**config.mk**
```make
export PLATFORM = sky130hd
export DESIGN_NAME = exception_unit
export DESIGN_NICKNAME = d
export VERILOG_FILES = /design/src/rtl/exc_pkg.sv /design/src/rtl/sync2.sv /design/src/rtl/exception_unit.sv
export SDC_FILE = /design/constraint.sdc
export NUM_CORES = 1
export LEC_CHECK = 0
export CELL_PAD_IN_SITES_DETAIL_PLACEMENT = 1
export CELL_PAD_IN_SITES_GLOBAL_PLACEMENT = 1
export CORE_MARGIN = 10
export CORE_UTILIZATION = 35
export CTS_BUF_LIST = sky130_fd_sc_hd__clkbuf_4
export CTS_CLUSTER_DIAMETER = 200
export DETAILED_ROUTE_END_ITERATION = 16
export PLACE_DENSITY_LB_ADDON = 0.1
export SLEW_MARGIN = 0
export SYNTH_ARGS = -nofsm -noshare
export SYNTH_HDL_FRONTEND = slang
export SYNTH_SLANG_ARGS = --single-unit
```
**constraint.sdc**
```tcl
create_clock -name clk -period 2.7 [get_ports clk]
set_input_delay 0.27 -clock clk [delete_from_list [all_inputs] [get_ports clk]]
set_output_delay 0.27 -clock clk [all_outputs]
set_load 0.01 [all_outputs]
```
**src/rtl/exc_pkg.sv**
```systemverilog
// Shared types and widths for the exception unit.
package exc_pkg;
  localparam int ESR_W = 4;
  localparam int PC_W  = 64;

  typedef enum logic [1:0] {
    IDLE    = 2'd0,
    PEND    = 2'd1,
    ACK     = 2'd2,
    HANDLER = 2'd3
  } exc_state_e;
endpackage

```
**src/rtl/sync2.sv**
```systemverilog
// Two-flop synchronizer for a single asynchronous level input.
module sync2 (
  input  logic clk,
  input  logic rst_n,
  input  logic d,
  output logic q
);
  logic meta;

  always_ff @(posedge clk or negedge rst_n) begin
    if (!rst_n) begin
      meta <= 1'b0;
      q    <= 1'b0;
    end else begin
      meta <= d;
      q    <= meta;
    end
  end
endmodule

```
**src/rtl/exception_unit.sv**
```systemverilog
// Exception/interrupt sequencer: synchronizes irq_in, tracks a pending interrupt,
// captures ELR/ESR on exception entry and flags nested exceptions.
//
// state   | meaning
// IDLE    | no interrupt pending, normal execution
// PEND    | interrupt pending, ExtIRQ raised to the controller
// ACK     | ELR/ESR just captured, ExcAck pulse
// HANDLER | handler running, interrupts masked
module exception_unit
  import exc_pkg::*;
(
  input  logic             clk,
  input  logic             reset,
  input  logic             irq_in,
  input  logic             Exc,
  input  logic             ExtIAck,
  input  logic             ERet,
  input  logic [ESR_W-1:0] EStatus,
  input  logic [PC_W-1:0]  pc_in,
  output logic             ExtIRQ,
  output logic             ExcAck,
  output logic [PC_W-1:0]  ELR,
  output logic [ESR_W-1:0] ESR,
  output logic             in_handler,
  output logic             dbl_fault
);
  exc_state_e state;
  logic       irq_sync;
  logic       irq_sync_q;
  logic       irq_rise;
  logic       irq_pend;
  logic       pend_next;

  sync2 u_sync2 (
    .clk   (clk),
    .rst_n (reset),
    .d     (irq_in),
    .q     (irq_sync)
  );

  // irq_sync_q resets to 0, so a line already high at reset release reads as an edge.
  assign irq_rise  = irq_sync & ~irq_sync_q;
  assign pend_next = irq_rise | (irq_pend & ~((state == ACK) & ExtIAck));

  always_ff @(posedge clk or negedge reset) begin
    if (!reset) begin
      state      <= IDLE;
      irq_sync_q <= 1'b0;
      irq_pend   <= 1'b0;
      ExtIRQ     <= 1'b0;
      ExcAck     <= 1'b0;
      ELR        <= '0;
      ESR        <= '0;
      in_handler <= 1'b0;
      dbl_fault  <= 1'b0;
    end else begin
      irq_sync_q <= irq_sync;
      irq_pend   <= pend_next;
      ExcAck     <= 1'b0;
      case (state)
        IDLE: begin
          if (Exc) begin
            state  <= ACK;
            ELR    <= pc_in;
            ESR    <= EStatus;
            ExcAck <= 1'b1;
            ExtIRQ <= 1'b0;
          end else if (pend_next) begin
            state  <= PEND;
            ExtIRQ <= 1'b1;
          end else begin
            ExtIRQ <= 1'b0;
          end
        end
        PEND: begin
          ExtIRQ <= 1'b1;
          if (Exc) begin
            state  <= ACK;
            ELR    <= pc_in;
            ESR    <= EStatus;
            ExcAck <= 1'b1;
          end
        end
        ACK: begin
          state      <= HANDLER;
          in_handler <= 1'b1;
          ExtIRQ     <= 1'b0;
        end
        HANDLER: begin
          if (Exc) dbl_fault <= 1'b1;
          if (ERet) begin
            in_handler <= 1'b0;
            if (pend_next) begin
              state  <= PEND;
              ExtIRQ <= 1'b1;
            end else begin
              state  <= IDLE;
              ExtIRQ <= 1'b0;
            end
          end else begin
            ExtIRQ <= 1'b0;
          end
        end
        default: state <= IDLE;
      endcase
    end
  end
endmodule

```
==> results_dict.tcl <==
set metrics [dict create \
    routed_wirelength_um 8572 \
    h-tree-depth 3 \
    worstPathRequired_ps 2980 \
    fin_cells 446 \
    numCtsBuffers 9 \
    rows 33 \
    dpl.cell_count 430 \
    cts_hold_buf 0 \
    die-height_um 113.2 \
    viasPerCell 4.700 \
    clkPwrFrac_pct 13.8 \
    grt_start_max_net_pins 79 \
    clock_skew_ps 17.57 \
    status "finished clean" \
    io_buffer_count 145 \
    synthArstFlopShare_pct 100.0 \
    syn-num-nets 264 \
    powerDensity_mw_per_mm2 1175 \
    setup_viol 0 \
    fp.dieArea_sq_mm 0.01282 \
    drc 0 \
    dr.pass1.iters 3 \
    finalWeightedCongestion 0.6936 \
    root_buffer "clkbuf_4" \
    hold_viol 0 \
    utilization_pct 56.74 \
    p_int_mw 3.830 \
    vias 2096 \
    synth_area_leaders "dfrtp_1 64%, mux2_2 22%, mux2_4 4.4%" \
    cts_resized 0 \
    ys.flop_type "dfrtp_1" \
    n_antenna_cell 0 \
    synthDistinctLibCells 24 \
    dieWidth_um 113.2 \
    slowest_stage "dfrtp_1" \
    switchingPower_mw 1.732 \
    syn_area_per_cell_sq_um 16.35 \
    crit_start "state[0]" \
    tightest_slew_ps 994.5 \
    ant_nets 0 \
    rsz0062_at_grt "false" \
    total_power_mw 5.561 \
    nets 414 \
    clkTransAtPathRegs_ps 130 \
    arrival_ps 2190 \
    io_pins 146 \
    power_frac_seq_pct 36.3 \
    setup_tns_ps 0 \
    grt_usage_pct 13.33 \
    crit_family "flip-flops" \
    finalWorstPathRequiredPeriod_ps 1915 \
    place_area_sq_mm 0.004581 \
    antenna_found_initial 0 \
    finalCritPeriodShare_pct 70.94 \
    worst-setup-path-type "flop to flop" \
    slew_headroom_pct 33.70 \
    regArea_sq_mm 0.001952 \
    finalInstanceArea_sq_mm 0.004732 \
    multi_input_area_sq_um 994.7 \
    cts_sinks 78 \
    seq_area_frac_synth_pct 64.17 \
    syn_to_final_growth_pct 55.57 \
    start_kind "flop" \
    worstPathCellList "inv_1, ha_1, o21ai_4, buf_4, mux2_2" \
    grt_pass1_vias 2371 \
    synth-edff-count 0 \
    synth_top_area_share_pct 64.17 \
    gr-total-overflow 0 \
    dp_slack_ps 797.3 \
    maxCapViolations 0 \
    irDropWorstVdd_uv 507.4 \
    max_freq_mhz 522.1 \
    drive_gt1_share_pct 25.81 \
    post-cts-setup-buffers 0 \
    core_sq_mm 0.008341 \
    avgRoutedWirePerCell_um 19.22 \
    p_leak_nw 2.018 \
    finalMaxSlewViolations 0 \
    grt_pass1_wl_um 13520 \
    clock_latency_ps 400 \
    dp_hpwl_um 6547 \
    slowest_delay_ps 450 \
    min_path_type "primary input to async pin" \
    hold_ws_ps 13.28 \
    end_kind "flop" \
    combPwrFrac_pct 49.9 \
    synth_seq_cells 78 \
    clockBufferDepth 2 \
    finalWorstSetupSlack_ps 784.6 \
    r2r-start "state[0]" \
    yosys_warnings 0 \
    crit_buf_inv 2 \
    path_max_fanout 26 \
    synthCells 186 \
    fillers 824 \
    initialDrtViolationCount 34 \
    synth_area_sq_mm 0.003042 \
    switching_share_pct 31.14 \
    cts_tree "built" \
    initial_core_util_pct 36.47 \
    synth_top_area_cell "dfrtp_1" \
]
==> path summary, 6_finish.rpt <==
path / to / slack, ps / cells after the start
max: ELR[15] / 780 / 5
min: ELR[4] / 10 / 1
max reg2reg: ELR[15] / 780 / 5
min reg2reg: u_sync2.q / 370 / 0
max in group asynchronous: ELR[36] / 2030 / 1
min in group clk: u_sync2.meta / 290 / 1
==> kinds of logic (layout without fill, tap and decap cells) <==
group	Yosys count	in the layout	synth area share (%)
flops	78	78	64.17
mux	68	68	26.29
buf+inv	15	170	3.126
compound gates	11	11	2.921
simple gates	10	10	1.851
fa+ha+maj	4	4	1.645
==> cell type report <==
type	count	share of cell area (%)
tap	105	2.776
timing repair buffer	147	31.20
inverter	7	0.5553
clock buffer	10	1.586
sequential	78	41.25
clock inverter	6	1.613
multi-input combinational	93	21.02
==> placed cells by master, fill, tap and decap left out, drive strengths merged <==
master,Yosys,routed
inv,7,7
o221ai,1,1
bufinv,0,2
a2111oi,1,1
mux2,68,68
o22ai,2,2
nand3,1,1
ha,4,4
nor4,1,1
nor2,1,1
dfrtp,78,78
a21oi,1,1
nand2,4,4
nor4b,2,2
buf,8,3
a22o,1,1
o21ai,3,3
a21o,1,1
clkbuf,0,10
clkdlybuf4s50,0,144
a31oi,1,1
and2b,1,1
clkinv,0,4
==> cells in the mapped netlist (2+ instances only) <==
| cell | number |
|---|---|
| ha_1 | 4 |
| o21ai_0 | 2 |
| buf_4 | 5 |
| dfrtp_1 | 78 |
| mux2_4 | 9 |
| o22ai_1 | 2 |
| nor4b_1 | 2 |
| inv_1 | 7 |
| mux2_2 | 59 |
| nand2_1 | 4 |
==> routing by layer <==
metal	up-vias	wire length, um	global-route usage [%]
met5	-	0	0
met1	1052	3448	15.25
met4	0	68	4.061
met3	7	943	7.132
met2	91	4111	21.04
li1	946	-	-
==> power groups by stage <==
stage | clock, mW | sequential (mW) | combinational (mW)
4_1_cts | 0.798 | 2.03 | 2.85
6_report | 0.765 | 2.02 | 2.78
3_3_place_gp | 0 | 2.02 | 2.78
5_1_grt | 0.860 | 2.11 | 3.00
3_5_place_dp | 0 | 2.05 | 2.84
2_1_floorplan | 0 | 2.30 | 1.08
==> state kept, by name, summed over array words and instances (netlist names) <==
| register | cells |
|---|---|
| ELR | 64 |
| ESR | 4 |
| ExcAck | 1 |
| ExtIRQ | 1 |
| dbl_fault | 1 |
| in_handler | 1 |
| irq_pend | 1 |
| irq_sync_q | 1 |
| state | 2 |
| u_sync2.meta | 1 |
| u_sync2.q | 1 |
Power figures use the tool's default switching activity.
